--- config.mk ---
export PLATFORM = sky130hd
export DESIGN_NAME = vram_image_loader_flat
export DESIGN_NICKNAME = d
export VERILOG_FILES = /design/src/rtl/vram_image_loader_pkg.sv /design/src/rtl/vram_image_loader_if.sv /design/src/rtl/vram_image_loader.sv /design/src/flat_wrapper.sv
export SDC_FILE = /design/constraint.sdc
export NUM_CORES = 1
export LEC_CHECK = 0
export BUFFER_PORTS_ARGS = -buffer_cell sky130_fd_sc_hd__buf_2
export CORE_MARGIN = 1.5
export CORE_UTILIZATION = 24
export DETAILED_ROUTE_END_ITERATION = 10
export GPL_TIMING_DRIVEN = 0
export PLACE_DENSITY = 0.41
export SLEW_MARGIN = 25
export SYNTH_ARGS = -nofsm -noshare
export SYNTH_HDL_FRONTEND = slang
export SYNTH_SLANG_ARGS = --single-unit
--- constraint.sdc ---
create_clock -name clk -period 2.1 [get_ports clk]
set_clock_uncertainty 0.05 [all_clocks]
set_input_delay 0.21 -clock clk [delete_from_list [all_inputs] [get_ports clk]]
set_output_delay 0.21 -clock clk [all_outputs]
set_load 0.01 [all_outputs]
--- src/rtl/vram_image_loader_pkg.sv ---
// rtl/vram_image_loader_pkg.sv - shared constants and state type for the VRAM image loader
package mide_vram_pkg;

   localparam int unsigned ORIGINAL_PIXELS = 160000;
   localparam int unsigned SCALED_PIXELS   = 90000;
   localparam int          VRAM_ADDR_W     = 32;
   localparam int          PIXEL_W         = 8;

   typedef enum logic [1:0] {
      IDLE,
      LOAD,
      DONE
   } loader_state_t;

endpackage

--- src/rtl/vram_image_loader_if.sv ---
// rtl/vram_image_loader_if.sv - pixel stream in and VRAM write port out of the image loader
interface vram_image_loader_if;
   import mide_vram_pkg::*;

   logic [PIXEL_W-1:0]     s_data;
   logic                   s_valid;
   logic                   s_ready;
   logic                   vram_we;
   logic [VRAM_ADDR_W-1:0] vram_addr;
   logic [PIXEL_W-1:0]     vram_wdata;

   modport master (
      output s_data,
      output s_valid,
      input  s_ready,
      input  vram_we,
      input  vram_addr,
      input  vram_wdata
   );

   modport slave (
      input  s_data,
      input  s_valid,
      output s_ready,
      output vram_we,
      output vram_addr,
      output vram_wdata
   );

endinterface

--- src/rtl/vram_image_loader.sv ---
// rtl/vram_image_loader.sv - streams PIXELS bytes into consecutive VRAM addresses with a running checksum
module vram_image_loader
   import mide_vram_pkg::*;
#(
   parameter int unsigned             PIXELS    = ORIGINAL_PIXELS,
   parameter logic [VRAM_ADDR_W-1:0]  BASE_ADDR = '0,
   parameter int unsigned             CSUM_W    = 16
) (
   input  logic              clk,
   input  logic              reset,
   input  logic              start,
   vram_image_loader_if.slave bus,
   output logic              busy,
   output logic              done,
   output logic [31:0]       pixel_count,
   output logic [CSUM_W-1:0] checksum
);

   localparam logic [31:0] LAST_COUNT = 32'(PIXELS - 1);

   loader_state_t state, state_next;
   logic          accept;
   logic          final_accept;

   // Ready is a pure state decode so the source never sees a path from its own valid.
   assign bus.s_ready  = (state == LOAD);
   assign busy         = (state == LOAD);
   assign done         = (state == DONE);
   assign accept       = (state == LOAD) && bus.s_valid;
   assign final_accept = accept && (pixel_count == LAST_COUNT);

   always_ff @(posedge clk) begin
      if (reset) begin
         state <= IDLE;
      end else begin
         state <= state_next;
      end
   end

   always_comb begin
      state_next = state;
      case (state)
         IDLE:    if (start)        state_next = LOAD;
         LOAD:    if (final_accept) state_next = DONE;
         DONE:    if (start)        state_next = LOAD;
         default:                   state_next = IDLE;
      endcase
   end

   always_ff @(posedge clk) begin
      if (reset) begin
         bus.vram_we    <= 1'b0;
         bus.vram_addr  <= BASE_ADDR;
         bus.vram_wdata <= '0;
         pixel_count    <= '0;
         checksum       <= '0;
      end else begin
         bus.vram_we <= accept;
         if (accept) begin
            bus.vram_addr  <= BASE_ADDR + pixel_count;
            bus.vram_wdata <= bus.s_data;
            pixel_count    <= pixel_count + 32'd1;
            checksum       <= checksum + CSUM_W'(bus.s_data);
         end else if (start && (state != LOAD)) begin
            pixel_count <= '0;
            checksum    <= '0;
         end
      end
   end

endmodule

--- src/flat_wrapper.sv ---
// flat-port wrapper written by rule: the top's interface ports become plain ports
module vram_image_loader_flat import mide_vram_pkg::*;
#(
   parameter int unsigned             PIXELS    = ORIGINAL_PIXELS,
   parameter logic [VRAM_ADDR_W-1:0]  BASE_ADDR = '0,
   parameter int unsigned             CSUM_W    = 16
)
  (clk, reset, start, busy, done, pixel_count, checksum, bus_s_data, bus_s_valid, bus_s_ready, bus_vram_we, bus_vram_addr, bus_vram_wdata);
  vram_image_loader_if bus_i ();
  input  logic clk;
  input  logic reset;
  input  logic start;
  output logic busy;
  output logic done;
  output logic [31:0] pixel_count;
  output logic [CSUM_W-1:0] checksum;
  input wire logic [$bits(bus_i.s_data)-1:0] bus_s_data;
  input wire logic [$bits(bus_i.s_valid)-1:0] bus_s_valid;
  output wire logic [$bits(bus_i.s_ready)-1:0] bus_s_ready;
  output wire logic [$bits(bus_i.vram_we)-1:0] bus_vram_we;
  output wire logic [$bits(bus_i.vram_addr)-1:0] bus_vram_addr;
  output wire logic [$bits(bus_i.vram_wdata)-1:0] bus_vram_wdata;
  assign bus_i.s_data = bus_s_data;
  assign bus_i.s_valid = bus_s_valid;
  assign bus_s_ready = bus_i.s_ready;
  assign bus_vram_we = bus_i.vram_we;
  assign bus_vram_addr = bus_i.vram_addr;
  assign bus_vram_wdata = bus_i.vram_wdata;
  vram_image_loader #(.PIXELS(PIXELS), .BASE_ADDR(BASE_ADDR), .CSUM_W(CSUM_W)) u_core (.clk(clk), .reset(reset), .start(start), .bus(bus_i), .busy(busy), .done(done), .pixel_count(pixel_count), .checksum(checksum));
endmodule
# After elaboration in Yosys (flattened, before gate mapping)
# Cells that the tools add are included.
# totals
regBits,91
output_inout_bits,92
in_bits,12
word_cells,28
# classes
n_reduce_logical,7
n_mux,7
addsub,2
n_eq_ne,6
# ops
operator,n
two-way mux 32 bit,2
"adder 32 x 1 -> 32 bit, second input constant",1
"equality test 32 x 18 -> 1 bit, second input constant",1
two-way mux 16 bit,2
adder 16 x 8 -> 16 bit,1
"!= test 2 x 1 -> 1 bit, second input constant",3
two-way mux 2 bit,2
one-hot mux 2 bit (2 select lines),1
logical AND 1 bit,3
"equality test 2 x 1 -> 1 bit, second input constant",1
"equality test 2 bit, second input constant",1
logical NOT 2 bit,1
AND reduction 2 bit,1
nonzero test 2 bit,1
OR reduction 2 bit,1

# Depth between registers and ports, before layout
# depth
word_depth,5
mapped_depth,8
depth_no_buf,8

# Least setup slack after synthesis
# No wires, ideal clock.
# synth_path
kind,reg-to-reg
from,reg u_core.checksum[4]
to,reg u_core.checksum[7]
t_arrival_ns,1.919
setup_slack_ns,0.057
synth_period_minus_slack_ns,2.043
path_stages_with_launch,7
required_time_ns,1.976
path_cell_list,dfxtp_1 > ha_1 > a21o_1 > a31o_2 > or2_2 > or4_1 > a31oi_1
# synth_between
elab_chain_len,2
# synth_rtl
element,line_no,text
"start, declared",vram_image_loader.sv:16,output logic [CSUM_W-1:0] checksum
"start signal, assigned",vram_image_loader.sv:63,checksum <= checksum + CSUM_W'(bus.s_data);
adder 16 x 8 -> 16 bit,vram_image_loader.sv:63,
two-way mux 16 bit,vram_image_loader.sv:59,if (accept) begin
# No other way between the ends.
# A chain may end at the register's enable or synchronous reset.

# Worst setup path after layout
# Same ends and word-level chain as after synthesis.

==> metrics.md <==
| Metric | Value |
|---|---|
| CP Capture Type | register |
| Vias in the first global route | 3974 |
| Yosys reg bits | 91 |
| Ratio of cells with drive above 1 in the final layout | 29.6% |
| Worst setup SP type | register |
| Post-Synthesis Cells | 521 |
| Max VDD drop | 372 uV |
| Root buf cell | clkbuf_16 |
| Synthesis-to-layout area growth | 30.4% |
| Vias | 4107 |
| WL final | 13.5 mm |
| Total die area | 0.0183 sq mm |
| Syn_nets | 543 |
| Layout fillers | 1889 |
| Ys Warns | 0 |
| CTS tree | done |
| R2R Setup Slk | 0.03 ns |
| GRT overflow | 0 |
| Kind of critical path | register to register |
| Top post-synthesis cells by count | nand2_1, dfxtp_1, a21oi_1, nor2_1, clkbuf_1 |
| Main flop type after synthesis | dfxtp_1 |
| Largest net degree at the start of global routing | 15 |
| Worst r2r dst | u_core.checksum[7] |
| EDFF count, synth | 0 |
| Clock buffer depth | 2 |
| First-pass GRT wire length | 21.6 mm |
| Fin Hold WS | 0.0633 ns |
| Initial antenna violation count | 0 |
| End of the critical path | u_core.checksum[7] |
| Worst-Margin Slew | 0.645 ns |
| Layout Nets | 662 |
| Post-synthesis sequential area ratio | 43.4% |
| Htree depth | 3 |
| Reg2Reg Depth | 6 |
| Final ANT Viol Nets | 0 |
| Drt initial violations | 157 |
| Top post-synthesis cells by area | dfxtp_1, nand2_1, a21oi_1 |
| Final total power | 3.74 mW |
| Area leader, netlist | dfxtp_1 |
| Clk Latency, worst-skew pair | 0.35 ns |
| Post-route DRC | 0 |
| Final min period | 2.07 ns |
| Final max-slew violation count | 0 |
| Crit path DAT | 2.29 ns |
| Status | completed |
| Dpl hpwl | 9.96 mm |
| Post-synthesis cell area | 0.00420 sq mm |
| GRT Overall Usage | 15.3% |
| CP startpoint | u_core.checksum[4] |
| Row cnt | 48 |
| Post-layout util | 31.9% |
| Cts bufs inserted | 9 |
| Final setup viols | 0 |
| Num Clock Sinks | 91 |
| PD cells | 682 mW/mm^2 |
| First-pass DRT Iterations | 4 |
| I/O pin count | 104 |
| Hold Crit Class | primary input to register |
| DIE WIDTH | 135 um |
| Peak Freq | 484 MHz |
| RR Startpoint | u_core.checksum[4] |
| Slew headroom | 57.0% |
| Proportion of netlist area held by the largest area contributor | 43.4% |
| Fin. Hold Viols | 0 |
| Max-cap violations | 0 |
| Leakage | 2.28 nW |
| Drt wl/cell | 15.5 um |
| Count of input and output buffers | 103 |
| DR vias/cell | 4.72 |
| Async S/R FF share, synth | 0% |
| N_diodes | 0 |
| Top-count cell post-synth | nand2_1 |
| Syn Area/Cell | 8.06 sq um |
| Critical Path RT | 2.32 ns |
| DIE HEIGHT | 135 um |
| Clk pin slew, worst setup/hold paths | 0.07 ns |
| Core Footprint | 0.0172 sq mm |
| Crit path max fanout | 6 |
| Final worst path period share | 98.4% |
| Synth cell types | 49 |
| Starting Density | 24.4% |
| GPL Wtd Cong | 0.777 |
[layer usage]
layer  vias up  wire, um  global-route usage [%]
met1      1929      6400                    20.2
met2        98      6110                    24.5
met4         0       279                    5.91
met3        18       685                    3.03
met5         -         0                       0
li1       2062         -                       -
[where the power goes]
part / switching [mW] / internal [mW] / leakage, nW / total, mW
clock: 0.694 / 0.991 / 0.146 / 1.69
sequential: 0.0130 / 1.74 / 0.743 / 1.75
combinational: 0.199 / 0.0998 / 1.39 / 0.298
[logic make-up after synthesis]
kind of cell | after synthesis | synth area share [%]
and+or+nand+nor | 250 | 28.9
buffers and inverters | 39 | 3.69
muxes | 23 | 5.66
xor gates and xnor gates | 2 | 0.417
AOI/OAI and AO/OA | 106 | 14.8
DFF | 91 | 43.4
adders and majority gates | 10 | 3.16
[registers in the layout, indices dropped and copies added (netlist names)]
signal / count
u_core.bus.vram_addr: 32
u_core.bus.vram_wdata: 8
u_core.bus.vram_we: 1
u_core.checksum: 16
u_core.pixel_count: 32
u_core.state: 2
[stage by stage]
step | setup WS (ns) | TNS [ns] | cells | instance area (sq um)
floorplan | 0.0571 | 0 | 521 | 4200
global placement | -0.292 | -4.37 | 849 | 5000
detailed placement | -0.286 | -5.61 | 849 | 5000
CTS | 0.0150 | 0 | 865 | 5360
global route | -0.00464 | -0.00464 | 870 | 5480
finish | 0.0329 | 0 | 870 | 5480
[worst min path at each step]
stage                                   startpoint                  endpoint  cells after the start
final                                bus_s_data[6]  u_core.bus.vram_wdata[6]                      3
after global placement    u_core.bus.vram_addr[13]  u_core.bus.vram_addr[13]                      2
after detailed placement   u_core.bus.vram_addr[5]   u_core.bus.vram_addr[5]                      2
after global routing                 bus_s_data[6]  u_core.bus.vram_wdata[6]                      3
after CTS                            bus_s_data[6]  u_core.bus.vram_wdata[6]                      3
after floorplan                      bus_s_data[0]  u_core.bus.vram_wdata[0]                      2
[cell type report]
type | count | area (sq um) | area share [%]
Timing Repair Buffer | 109 | 561 | 10.2
Clock inverter | 3 | 46.3 | 0.846
Tap cell | 225 | 282 | 5.14
Multi-Input combinational cell | 391 | 2310 | 42.3
Clock buffer | 13 | 260 | 4.75
Buffer | 30 | 131 | 2.40
Inverter | 8 | 30.0 | 0.548
Sequential cell | 91 | 1850 | 33.8
[cells in the final DEF, fill, tap and decap left out, drive strengths merged, types with 7 or more instances in the layout]
cell and count:
inv 8, nand4 9, o21ai 10, dfxtp 91
clkbuf 33, nand3 17, or3 12, nand2 120
buf 119, ha 9, nor4 7, or2 15
mux2i 17, nor2 29, a21oi 65
[worst max-delay path: stages (launching register included)]
cell     delay [ns]
dfxtp_4        0.36
ha_4           0.26
a21o_1         0.21
a31o_4         0.22
or2_2          0.30
or4_1          0.40
a31oi_1        0.19
[timing repair]
item	4_1_cts	5_1_grt
resized for setup	16	31
hold buffers	0	0
cloned	0	0
pin swaps	1	6
endpoints found under the setup margin	50	27
buffers inserted	0	6
Note: power is estimated with default switching activity, not from simulation.
